`src/rtl/alu_op_issuer.sv`:
```
// ---------------------------------------------------------------------------
// alu_op_issuer
//
// Purpose:
//   Buffers upstream ALU commands in a small FIFO and issues them to a
//   downstream ALU one at a time. Each issued command holds CE and the
//   operand/command fields for one ISSUE cycle, then a WAIT period whose
//   length depends on the operation. Multiplies (MODE=1, CMD 9 or 10) wait
//   two cycles, and everything else waits one. The issuer never looks at
//   operand validity. A command with INP_VALID=2'b00 is issued like any other.
//
// Configuration macro:
//   ALU_ISSUE_BYPASS_EN - when defined, a command accepted while the block
//                         is idle with an empty FIFO goes straight to the
//                         output registers and enters ISSUE on the same
//                         edge. The FIFO is skipped. When undefined, every
//                         command passes through the FIFO.
//
// Parameters:
//   WIDTH      operand width in bits
//   CMD_WIDTH  command width in bits
//   DEPTH      number of FIFO entries (power of 2, >= 2)
//
// Ports:
//   CLK           in   rising-edge clock
//   RST           in   asynchronous active-low reset
//   IN_VALID      in   upstream command valid
//   IN_READY      out  FIFO has room (COUNT < DEPTH)
//   IN_OPA/OPB    in   upstream operands
//   IN_CMD        in   upstream ALU command
//   IN_MODE       in   upstream arithmetic/logic mode
//   IN_CIN        in   upstream carry-in
//   IN_INP_VALID  in   upstream operand-valid flags
//   OPA/OPB       out  operands to the ALU
//   CMD/MODE/CIN  out  controls to the ALU
//   INP_VALID     out  operand-valid flags (non-zero only during ISSUE)
//   CE            out  ALU clock enable (high in ISSUE and WAIT)
//   BUSY          out  FSM not idle or FIFO non-empty
//   COUNT         out  FIFO occupancy
// ---------------------------------------------------------------------------
module alu_op_issuer #(
    parameter int WIDTH     = 8,
    parameter int CMD_WIDTH = 4,
    parameter int DEPTH     = 4
) (
    input  logic                     CLK,
    input  logic                     RST,
    input  logic                     IN_VALID,
    output logic                     IN_READY,
    input  logic [WIDTH-1:0]         IN_OPA,
    input  logic [WIDTH-1:0]         IN_OPB,
    input  logic [CMD_WIDTH-1:0]     IN_CMD,
    input  logic                     IN_MODE,
    input  logic                     IN_CIN,
    input  logic [1:0]               IN_INP_VALID,
    output logic [WIDTH-1:0]         OPA,
    output logic [WIDTH-1:0]         OPB,
    output logic [CMD_WIDTH-1:0]     CMD,
    output logic                     MODE,
    output logic                     CIN,
    output logic [1:0]               INP_VALID,
    output logic                     CE,
    output logic                     BUSY,
    output logic [$clog2(DEPTH):0]   COUNT
);

    localparam int PTR_W = $clog2(DEPTH);
    localparam int CNT_W = PTR_W + 1;

    // Elaboration-time guard. The pointers rely on natural binary wrap.
    if (DEPTH < 2 || (DEPTH & (DEPTH - 1)) != 0) begin : g_bad_depth
        $error("alu_op_issuer: DEPTH must be a power of 2 and at least 2");
    end

    // One queued command, with every upstream field kept together.
    typedef struct packed {
        logic [WIDTH-1:0]     opa;
        logic [WIDTH-1:0]     opb;
        logic [CMD_WIDTH-1:0] cmd;
        logic                 mode;
        logic                 cin;
        logic [1:0]           inp_valid;
    } entry_t;

    typedef enum logic [1:0] {
        S_IDLE  = 2'd0,
        S_ISSUE = 2'd1,
        S_WAIT  = 2'd2
    } state_t;

    // -----------------------------------------------------------------------
    // Declarations
    // -----------------------------------------------------------------------
    entry_t             mem [DEPTH];
    logic [PTR_W-1:0]   wr_ptr;
    logic [PTR_W-1:0]   rd_ptr;
    logic [CNT_W-1:0]   count;

    state_t             state;
    state_t             state_next;
    logic [1:0]         wait_cnt;     // remaining WAIT cycles minus one
    logic [1:0]         wait_next;

    entry_t             out_q;        // entry currently presented to the ALU
    entry_t             in_entry;

    logic               accept;
    logic               push;
    logic               pop;
`ifdef ALU_ISSUE_BYPASS_EN
    logic               load_in;      // bypass: upstream straight to outputs
`endif

    assign in_entry = '{
        opa:       IN_OPA,
        opb:       IN_OPB,
        cmd:       IN_CMD,
        mode:      IN_MODE,
        cin:       IN_CIN,
        inp_valid: IN_INP_VALID
    };

    // Ready depends only on occupancy. A pop on the same edge does not
    // open a slot early, so a full FIFO never accepts.
    assign IN_READY = (count < CNT_W'(DEPTH));
    assign accept   = IN_VALID && IN_READY;

    // Multiplies need one extra cycle of ALU time.
    function automatic logic is_mul(input entry_t e);
        return e.mode && (e.cmd == CMD_WIDTH'(9) || e.cmd == CMD_WIDTH'(10));
    endfunction

    // -----------------------------------------------------------------------
    // FSM: next state, FIFO control and wait counter
    // -----------------------------------------------------------------------
    always_comb begin
        // NOTE: every signal written here gets a default first, so no path
        // leaves it unassigned and no latch can be inferred.
        state_next = state;
        wait_next  = wait_cnt;
        push       = accept;
        pop        = 1'b0;
`ifdef ALU_ISSUE_BYPASS_EN
        load_in    = 1'b0;
`endif

        unique case (state)
            S_IDLE: begin
                if (count != '0) begin
                    pop        = 1'b1;
                    state_next = S_ISSUE;
                end
`ifdef ALU_ISSUE_BYPASS_EN
                else if (accept) begin
                    // The empty FIFO is skipped. The command goes directly to the outputs.
                    push       = 1'b0;
                    load_in    = 1'b1;
                    state_next = S_ISSUE;
                end
`endif
            end

            S_ISSUE: begin
                state_next = S_WAIT;
                wait_next  = is_mul(out_q) ? 2'd1 : 2'd0;
            end

            S_WAIT: begin
                if (wait_cnt != 2'd0) begin
                    wait_next = wait_cnt - 2'd1;
                end else if (count != '0) begin
                    pop        = 1'b1;
                    state_next = S_ISSUE;
                end else begin
                    state_next = S_IDLE;
                end
            end

            default: begin
                state_next = S_IDLE;
            end
        endcase
    end

    // -----------------------------------------------------------------------
    // State register
    // -----------------------------------------------------------------------
    // NOTE: sequential state uses non-blocking assignments so every register
    // samples pre-edge values, independent of process evaluation order.
    always_ff @(posedge CLK or negedge RST) begin
        if (!RST) begin
            state    <= S_IDLE;
            wait_cnt <= 2'd0;
        end else begin
            state    <= state_next;
            wait_cnt <= wait_next;
        end
    end

    // -----------------------------------------------------------------------
    // FIFO pointers, occupancy and output register
    // -----------------------------------------------------------------------
    always_ff @(posedge CLK or negedge RST) begin
        if (!RST) begin
            wr_ptr <= '0;
            rd_ptr <= '0;
            count  <= '0;
            out_q  <= '0;
        end else begin
            if (push) wr_ptr <= wr_ptr + 1'b1;
            if (pop)  rd_ptr <= rd_ptr + 1'b1;

            // Push and pop on the same edge cancel out.
            case ({push, pop})
                2'b10:   count <= count + 1'b1;
                2'b01:   count <= count - 1'b1;
                default: count <= count;
            endcase

            if (pop) begin
                out_q <= mem[rd_ptr];
            end
`ifdef ALU_ISSUE_BYPASS_EN
            else if (load_in) begin
                out_q <= in_entry;
            end
`endif
        end
    end

    // NOTE: the storage array has no reset. Entries are never read before
    // they are written, because count and the pointers are reset.
    always_ff @(posedge CLK) begin
        if (push) begin
            mem[wr_ptr] <= in_entry;
        end
    end

    // -----------------------------------------------------------------------
    // Outputs
    // -----------------------------------------------------------------------
    assign OPA       = out_q.opa;
    assign OPB       = out_q.opb;
    assign CMD       = out_q.cmd;
    assign MODE      = out_q.mode;
    assign CIN       = out_q.cin;
    assign INP_VALID = (state == S_ISSUE) ? out_q.inp_valid : 2'b00;
    assign CE        = (state != S_IDLE);
    assign BUSY      = (state != S_IDLE) || (count != '0);
    assign COUNT     = count;

    // -----------------------------------------------------------------------
    // Structural invariants
    // -----------------------------------------------------------------------
    a_count_bound: assert property (@(posedge CLK) disable iff (!RST)
        count <= CNT_W'(DEPTH));
    a_no_pop_empty: assert property (@(posedge CLK) disable iff (!RST)
        !(pop && count == '0));
    a_no_push_full: assert property (@(posedge CLK) disable iff (!RST)
        !(push && count == CNT_W'(DEPTH)));

endmodule
```
`config.mk`:
```
export PLATFORM = sky130hd
export DESIGN_NAME = alu_op_issuer
export DESIGN_NICKNAME = d
export VERILOG_FILES = /design/src/rtl/alu_op_issuer.sv
export SDC_FILE = /design/constraint.sdc
export NUM_CORES = 1
export LEC_CHECK = 0
export BUFFER_PORTS_ARGS = -buffer_cell sky130_fd_sc_hd__buf_2
export CORE_MARGIN = 5
export CORE_UTILIZATION = 29
export CTS_CLUSTER_DIAMETER = 200
export DETAILED_ROUTE_END_ITERATION = 10
export GPL_ROUTABILITY_DRIVEN = 0
export HOLD_SLACK_MARGIN = 0.05
export PLACE_DENSITY = 0.44
export SLEW_MARGIN = 20
export SYNTH_ARGS = -nofsm -noshare
export SYNTH_HDL_FRONTEND = slang
export SYNTH_SLANG_ARGS = --single-unit
```
`constraint.sdc`:
```
create_clock -name CLK -period 5.5 [get_ports CLK]
set_input_delay 0.825 -clock CLK [delete_from_list [all_inputs] [get_ports CLK]]
set_output_delay 0.825 -clock CLK [all_outputs]
set_load 0.05 [all_outputs]
```
==> impl_metrics.yaml, run 1 <==
cells_and_area:
  final_area_um2: 6190
  nNetsFinal: 343
  final_cell_mix: "96 x edfxtp_1, 56 x buf_2, 34 x dfrtp_1, 19 x mux4_2, 18 x mux2_4"
  final_common_cell: "edfxtp_1"
  area_delta_synth_final_pct: 17.3
  n_antenna_cell: 0
  drive_gt1_share_pct: 41.3
drt:
  wl_mm: 10.1
  route.detailed.drc: 0
  drt-initial-drc-count: 110
  via_count: 2368
  vias_per_cell: 4.30
  wire_per_inst_um: 18.3
  firstDrtPassIters: 4
  ant_nets: 0
pwr:
  power.internal_mw: 2.59
  clockPowerShare_pct: 26.3
  total_power_mw: 4.00
  p_seq_share_pct: 37.3
  p_leak_nw: 2.32
  p_sw_share_pct: 35.3
  combinationalPowerShare_pct: 36.3
  p_sw_mw: 1.41
  ir_drop_mv: 0.382
  power_density_nw_per_um2: 646
clock_tree:
  cts_tree: "built"
  cts-resized-gates: 0
  cts_max_path_buffers: 2
  clockRootBuffer: "clkbuf_16"
  postCtsHoldBufs: 0
  worstSkewPairLatency_ns: 0.41
  numCtsBuffers: 17
  cts_setup_buffers: 0
  clk_pin_slew_ns: 0.06
  clock-sinks: 131
  htree_num_levels: 4
global_routing:
  grt_max_degree: 36
  grt_pass1_vias: 2660
  grt_pass1_wl_mm: 15.5
  grt_usage_pct: 10.4
  grt_overflow_total: 0
  antenna_found_initial: 0
timing:
  finalMaxSlewViolations: 0
  skew_ns: 0.00664
  fmax_mhz: 405
  fin_crit_sh_pct: 44.9
  relSlewSlack_pct: 38.8
  setup_viol: 0
  min_period_ns: 2.47
  fin_ws_ns: 3.03
  tightest_slew_ns: 0.919
  rsz0062_at_grt: "no"
  setup_tns_ns: 0
  hold_viol_final: 0
yosys:
  syn_area_per_cell_um2: 20.2
  syn-num-nets: 295
  seq_area_frac_synth_pct: 71.2
  synth_compound_area_share_pct: 0.617
  synth_area_um2: 5280
  synth_top_family_by_area: "multiplexers"
  synthAdderAreaFrac_pct: 1.80
  synth-seq-cells: 131
  synth-simple-area-share_pct: 2.30
  synthXorXnorAreaFrac_pct: 1.33
  yosys_warnings: 0
  synthMuxAreaShare_pct: 17.4
  synth.distinct_cells: 31
  syn_inst: 261
outcome:
  status: "finished, final reports clean"
worst_setup_path:
  rrSetupSlack_ns: 3.42
  cp.arrival_ns: 1.65
  endpoint_kind: "output port"
  worstPathMaxFanout: 4
  rr_worst_depth: 8
  crit_type: "flop to output port"
  cp-start-kind: "flop"
  worstPathRequired_ns: 4.68
place:
  port_buffers: 56
  dp_hpwl_mm: 5.96
  pre_cts_ws_ns: 3.01
  placedInstanceArea_um2: 5640
die:
  core.rowCount: 49
  initial_core_util_pct: 29.4
  die_w_um: 145
  die_height_um: 145
  core-area_um2: 18000
  dieArea_um2: 21000
  ios: 57
run:
  cap_violations: 0
min_path:
  worstHoldPathCells: 1
  min_path_type: "flop to flop"
## synth_stat cells
library cell	count	area (µm²)
and2_1	4	25.0
inv_1	11	41.3
nor4bb_1	1	10.0
and3_1	2	12.5
nor3_4	1	16.3
mux2i_1	1	10.0
edfxtp_1	96	2880
o32ai_1	1	8.76
mux4_1	5	131
nor4b_1	1	8.76
nand2_1	2	7.51
buf_6	6	67.6
nor3_2	1	10.0
nor2_1	1	3.75
mux2_2	7	78.8
o21ai_0	1	5.00
nor3_1	2	10.0
a21oi_1	2	10.0
a221oi_1	1	8.76
buf_4	20	150
dfrtp_1	35	876
xnor2_1	4	35.0
clkbuf_1	3	11.3
fa_1	1	20.0
mux2_4	18	270
nor2b_1	2	12.5
xor2_1	4	35.0
ha_1	6	75.1
nand3_1	1	5.00
buf_2	2	10.0
mux4_2	19	428
## cell families (layout without fill, tap and decap cells)
family,after synthesis,in the layout
compound gates,5,5
xor+xnor,8,8
fa+ha+maj,7,7
buf+inv,42,103
flops,131,131
mux,50,50
simple gates,18,18
## final timing paths
kind | end | startpoint
setup / recovery | BUSY | COUNT[0]
hold / removal | OPB[5] | OPB[5]
setup reg to reg | COUNT[1] | wait_cnt[0]
hold reg to reg | OPB[5] | OPB[5]
max in group asynchronous | rd_ptr[0] | RST
min in group asynchronous | COUNT[1] | RST
## layer usage
metal	share of wire (%)	global-route usage [%]	wire (µm)
met5	0	0	0
met4	1.4	4.27	136
met3	4.3	3.35	436
met2	51	16.8	5100
met1	44	12.9	4390
## stage by stage
| stage | hold WS [ns] | cells | utilization [%] |
|---|---|---|---|
| 3_5_place_dp | 0.492 | 519 | 31.4 |
| 2_1_floorplan | 0.475 | 261 | - |
| 6_report | 0.500 | 551 | 34.5 |
| 4_1_cts | 0.506 | 551 | 34.5 |
| 5_1_grt | 0.524 | 551 | 34.5 |
| 3_3_place_gp | 0.486 | 519 | 31.4 |
## power groups by stage
stage / combinational, mW / clock (mW) / sequential (mW)
4_1_cts: 1.49 / 1.09 / 1.51
3_3_place_gp: 1.47 / 0 / 1.52
5_1_grt: 1.56 / 1.14 / 1.53
2_1_floorplan: 1.32 / 0 / 1.48
3_5_place_dp: 1.48 / 0 / 1.52
6_report: 1.45 / 1.05 / 1.49
## registers in the layout, summed over array words and instances (netlist names)
name      count
CIN           1
CMD           4
COUNT         3
MODE          1
OPA           8
OPB           8
mem          96
out_q         2
rd_ptr        2
state         2
wait_cnt      2
wr_ptr        2
## cell type report
type / count / area [µm²]
fill: 1711 / 11800
sequential: 131 / 3760
multi-input combinational: 88 / 1240
clock buffer: 21 / 440
timing repair buffer: 60 / 310
tap: 229 / 287
clock inverter: 11 / 113
inverter: 11 / 41.3
## critical path, stage by stage (launching register included)
cell and delay, ns:
dfrtp_1 0.42, nor3_2 0.44, nand3_1 0.14, buf_2 0.23
Power figures use the tool's default switching activity.
==> run 2: changes to the inputs <==
- clock period: 5.5 -> 2.5 ns (I/O delays scaled with it)
==> impl_metrics.yaml, run 2 (same netlist as run 1, synthesis figures left out) <==
timing:
  setup_tns_ns: 0
  hold_viol_final: 0
  finalMaxSlewViolations: 0
  fin_crit_sh_pct: 81.8
  fin_ws_ns: 0.456
  skew_ns: 0.0158
  rsz0062_at_grt: "no"
  setup_viol: 0
  fmax_mhz: 489
  min_period_ns: 2.04
  tightest_slew_ns: 0.548
  relSlewSlack_pct: 63.4
run:
  cap_violations: 0
die:
  die_w_um: 145
  core-area_um2: 18000
  ios: 57
  initial_core_util_pct: 29.4
  dieArea_um2: 21000
  die_height_um: 145
  core.rowCount: 49
global_routing:
  antenna_found_initial: 0
  grt_pass1_vias: 2667
  grt_pass1_wl_mm: 16.2
  grt_use_met3_pct: 3.75
  gr-max-usage-layer: "met2"
  grt_max_degree: 26
  grt_use_met2_pct: 17.1
  grt_usage_pct: 10.9
  grt_overflow_total: 0
  grt_use_met1_pct: 14.1
pwr:
  p_leak_nw: 2.41
  ir_drop_mv: 0.729
  power.internal_mw: 5.82
  power_density_nw_per_um2: 1420
  clockPowerShare_pct: 26.8
  p_seq_share_pct: 35.8
  p_sw_mw: 3.16
  combinationalPowerShare_pct: 37.4
  p_sw_share_pct: 35.2
drt:
  drt-initial-drc-count: 105
  wl_mm: 10.5
  route.detailed.drc: 0
  via_count: 2464
  wire_per_inst_um: 18.6
  vias_per_cell: 4.35
  ant_nets: 0
  firstDrtPassIters: 4
clock_tree:
  worstSkewPairLatency_ns: 0.42
  cts_tree: "built"
  cts-resized-gates: 0
  numCtsBuffers: 17
  htree_num_levels: 4
  cts_setup_buffers: 0
  clockRootBuffer: "clkbuf_16"
  clk_pin_slew_ns: 0.05
  cts_max_path_buffers: 2
  clock-sinks: 131
place:
  port_buffers: 56
  place_inst: 533
  dp_hpwl_mm: 6.76
  pre_cts_ws_ns: 0.491
worst_setup_path:
  rr_worst_depth: 10
  worst_r2r_endpoint: "COUNT[2]"
  endpoint_kind: "output port"
  worstPathMaxFanout: 4
  r2r_start: "wait_cnt[0]"
  worstPathRequired_ns: 2.12
  critPathMaxStageDelay_ns: 0.43
  crit_type: "flop to output port"
  crit_chain: "nor3_2 -> nand3_1 -> buf_2"
  cp_slowest_cell: "nor3_2"
  rrSetupSlack_ns: 0.47
  cp.arrival_ns: 1.67
  cp-start-kind: "flop"
min_path:
  min_from: "IN_OPA[2]"
  worstHoldPathCells: 1
  hold_path_end: "mem[3][18]"
  min_path_type: "input pin to flop"
cells_and_area:
  final_cell_mix: "96 x edfxtp_1, 56 x buf_2, 34 x dfrtp_1, 19 x mux4_2"
  drive_gt1_share_pct: 45.1
  final_common_cell: "edfxtp_1"
  regMostFlops: "mem"
  largest_reg_flops: 96
  n_antenna_cell: 0
  area_delta_synth_final_pct: 19.9
  finalNonFillerCells: 566
  nNetsFinal: 358
outcome:
  status: "finished, final reports clean"
[run 2: stage by stage]
stage | instance area (µm²) | hold WS, ns | utilization (%) | power, mW
2_1_floorplan | 5280 | 0.0794 | - | 6.14
3_3_place_gp | 5740 | 0.277 | 32.0 | 6.67
3_5_place_dp | 5740 | 0.279 | 32.0 | 6.71
4_1_cts | 6330 | 0.157 | 35.2 | 9.16
5_1_grt | 6330 | 0.164 | 35.2 | 9.47
6_report | 6330 | 0.169 | 35.2 | 8.98
[run 2: how the worst max path moves through the flow]
stage / from / to / slack, ns / cells past startpoint
after floorplan: COUNT[0] / COUNT[2] / 0.07 / 9
after global placement: wait_cnt[0] / COUNT[2] / 0.51 / 10
after detailed placement: wait_cnt[0] / COUNT[1] / 0.49 / 8
after CTS: COUNT[0] / BUSY / 0.42 / 3
after global routing: wait_cnt[0] / COUNT[2] / 0.35 / 10
final: COUNT[0] / BUSY / 0.46 / 3
[run 2: power by group through the flow]
stage	Clock (mW)	Combinational [mW]	Sequential, mW
5_1_grt	2.57	3.61	3.30
6_report	2.40	3.36	3.22
3_5_place_dp	0	3.44	3.28
4_1_cts	2.48	3.44	3.24
3_3_place_gp	0	3.40	3.26
2_1_floorplan	0	2.90	3.25
[run 2: cell type report]
cell class	instances	area, µm²
fillers	1676	11600
repair buffers	75	425
clock buffers	22	464
flip-flops and latches	131	3760
multi-input cells	88	1240
inverters	11	41.3
well taps	229	287
clock inverters	10	109
[run 2: metal layers]
metal / share of wire [%] / routed length [µm] / vias to the layer above
met5: 0 / 0 / -
met4: 1.1 / 113 / 0
met3: 4.0 / 425 / 8
met2: 49 / 5120 / 48
met1: 46 / 4840 / 1298
li1: - / - / 1110
[run 2: repair_timing]
item | 4_1_cts | 5_1_grt
hold buffers | 1 | 0
hold endpoints to repair | 9 | 0
endpoints found under the setup margin | 0 | 0
[run 2: critical path, delay by kind of cell (launching register included)]
family | cells | cell delay, ns
buffers and inverters | 1 | 0.24
AND/OR/NAND/NOR | 2 | 0.59
flip-flops | 1 | 0.42
==> run 3: changes to the inputs <==
- PLACE_DENSITY: 0.44 -> 0.46
- clock period: 2.5 -> 1.75 ns (I/O delays scaled with it)
==> impl_metrics.yaml, run 3 (same netlist as run 1, synthesis figures left out) <==
outcome:
  status: "finished with violations"
  violations: "setup timing"
global_routing:
  grt_pass1_wl_mm: 15.7
  grt_overflow_total: 0
  grt_usage_pct: 10.6
  grt_max_degree: 25
  grt_pass1_vias: 2641
  antenna_found_initial: 0
cells_and_area:
  nNetsFinal: 365
  finalNonFillerCells: 573
  final_cell_mix: "96 x edfxtp_1, 52 x buf_2, 31 x dfrtp_1, 19 x mux4_2, 18 x mux2_4"
  regMostFlops: "mem"
  n_fill_cell: 1676
  final_common_cell: "edfxtp_1"
  area_delta_synth_final_pct: 23.7
  largest_reg_flops: 96
  drive_gt1_share_pct: 49.1
  n_antenna_cell: 0
clock_tree:
  clk_pin_slew_ns: 0.05
  numCtsBuffers: 17
  clockRootBuffer: "clkbuf_16"
  cts_tree: "built"
  clock-sinks: 131
  htree_num_levels: 4
  worstSkewPairLatency_ns: 0.40
  cts_max_path_buffers: 2
place:
  port_buffers: 56
  place_inst: 533
  dp_hpwl_mm: 6.17
run:
  cap_violations: 0
worst_setup_path:
  endpoint_kind: "flop"
  worstPathMaxFanout: 2
  r2r_start: "wait_cnt[1]"
  cp.arrival_ns: 2.11
  crit_type: "flop to flop"
  startpoint: "wait_cnt[1]"
  cp-start-kind: "flop"
  worstPathRequired_ns: 2.08
  worst_r2r_endpoint: "COUNT[2]"
  rrSetupSlack_ns: -0.03
  rr_worst_depth: 10
  cp-endpoint: "COUNT[2]"
timing:
  skew_ns: 0.00511
  relSlewSlack_pct: 70.9
  rsz0062_at_grt: "yes"
  fin_crit_sh_pct: 102
  setup_tns_ns: -0.0300
  finalMaxSlewViolations: 0
  setup_viol: 1
  tightest_slew_ns: 0.436
  min_period_ns: 1.78
  fin_ws_ns: -0.0300
  fmax_mhz: 562
  hold_viol_final: 0
drt:
  met3WireLength_um: 479
  dr.max_layer_used: "met4"
  wire_per_inst_um: 17.8
  wl_met2_mm: 4.83
  met1_length_mm: 4.72
  via_count: 2493
  ant_nets: 0
  wl_mm: 10.2
  drt-initial-drc-count: 119
  firstDrtPassIters: 4
  vias_per_cell: 4.35
  route.detailed.drc: 0
pwr:
  ir_drop_mv: 1.14
  p_leak_nw: 2.45
  power_density_nw_per_um2: 2000
die:
  ios: 57
  die_w_um: 145
  core-area_um2: 18000
  die_height_um: 145
  initial_core_util_pct: 29.4
  core.rowCount: 49
  dieArea_um2: 21000
min_path:
  min_path_type: "input pin to flop"
==> run 3: cell types whose count changed in the layout (fill, tap and decap cells not counted), sizes merged <==
cell	before	now
dlygate4sd3	1	2
clkbuf	22	27
buf	74	79
bufinv	2	0
inv	12	10
==> run 3: final cells by class <==
cell class	count	area (µm²)	share of cell area, %
clock buffers	26	489	7.49
clock inverters	6	32.5	0.498
inverters	11	45.0	0.690
multi-input cells	88	1310	20.0
flip-flops and latches	131	3760	57.7
well taps	229	287	4.39
repair buffers	82	604	9.26
==> run 3: critical path, cell delays in order, from the launching register on <==
cell and delay (ns):
dfrtp_1 0.38, inv_2 0.08, ha_4 0.14, nor2b_4 0.04, nor3_4 0.16, ha_4 0.16, inv_2 0.03, fa_2 0.32
xor2_1 0.14, nor2_1 0.11, xnor2_1 0.12
==> run 3: timing repair <==
action	4_1_cts	5_1_grt
buffers inserted	3	3
endpoints found under the hold margin	17	0
resized for setup	14	11
setup endpoints to repair	24	25
pin swaps	4	1
hold buffers	2	0
==> run 3: report_power, final <==
group / internal, mW / switching [mW] / leakage (nW)
logic: 2.46 / 2.98 / 0.919
clock network: 1.91 / 1.19 / 0.251
registers: 4.14 / 0.401 / 1.28
total: 8.51 / 4.57 / 2.45
==> run 3: per-stage QoR <==
stage | setup slack (ns) | hold slack (ns) | total power [mW] | utilization, % | area [µm²]
3_3_place_gp | -0.159 | 0.239 | 9.79 | 32.6 | 5850
4_1_cts | -0.0375 | 0.0509 | 13.1 | 36.0 | 6470
5_1_grt | -0.143 | 0.0570 | 13.8 | 36.3 | 6530
2_1_floorplan | -0.542 | -0.0331 | 8.83 | - | 5300
6_report | -0.0300 | 0.0723 | 13.1 | 36.3 | 6530
3_5_place_dp | -0.229 | 0.239 | 9.83 | 32.6 | 5850
==> run 3: worst min-delay path by stage <==
stage	startpoint	to	slack [ns]	depth (start not counted)
after floorplan	RST	CIN	-0.03	0
after global placement	RST	OPB[5]	0.24	1
after detailed placement	RST	OPB[5]	0.24	1
after CTS	IN_CIN	mem[3][2]	0.05	1
after global routing	IN_OPB[0]	mem[2][8]	0.06	1
final	IN_OPA[3]	mem[3][19]	0.07	1
==> run 3: per-layer routing <==
layer / vias to the layer above / GRT usage (%)
li1: 1130 / -
met5: - / 0
met3: 12 / 3.15
met1: 1295 / 14.0
met4: 0 / 4.86
met2: 56 / 16.0
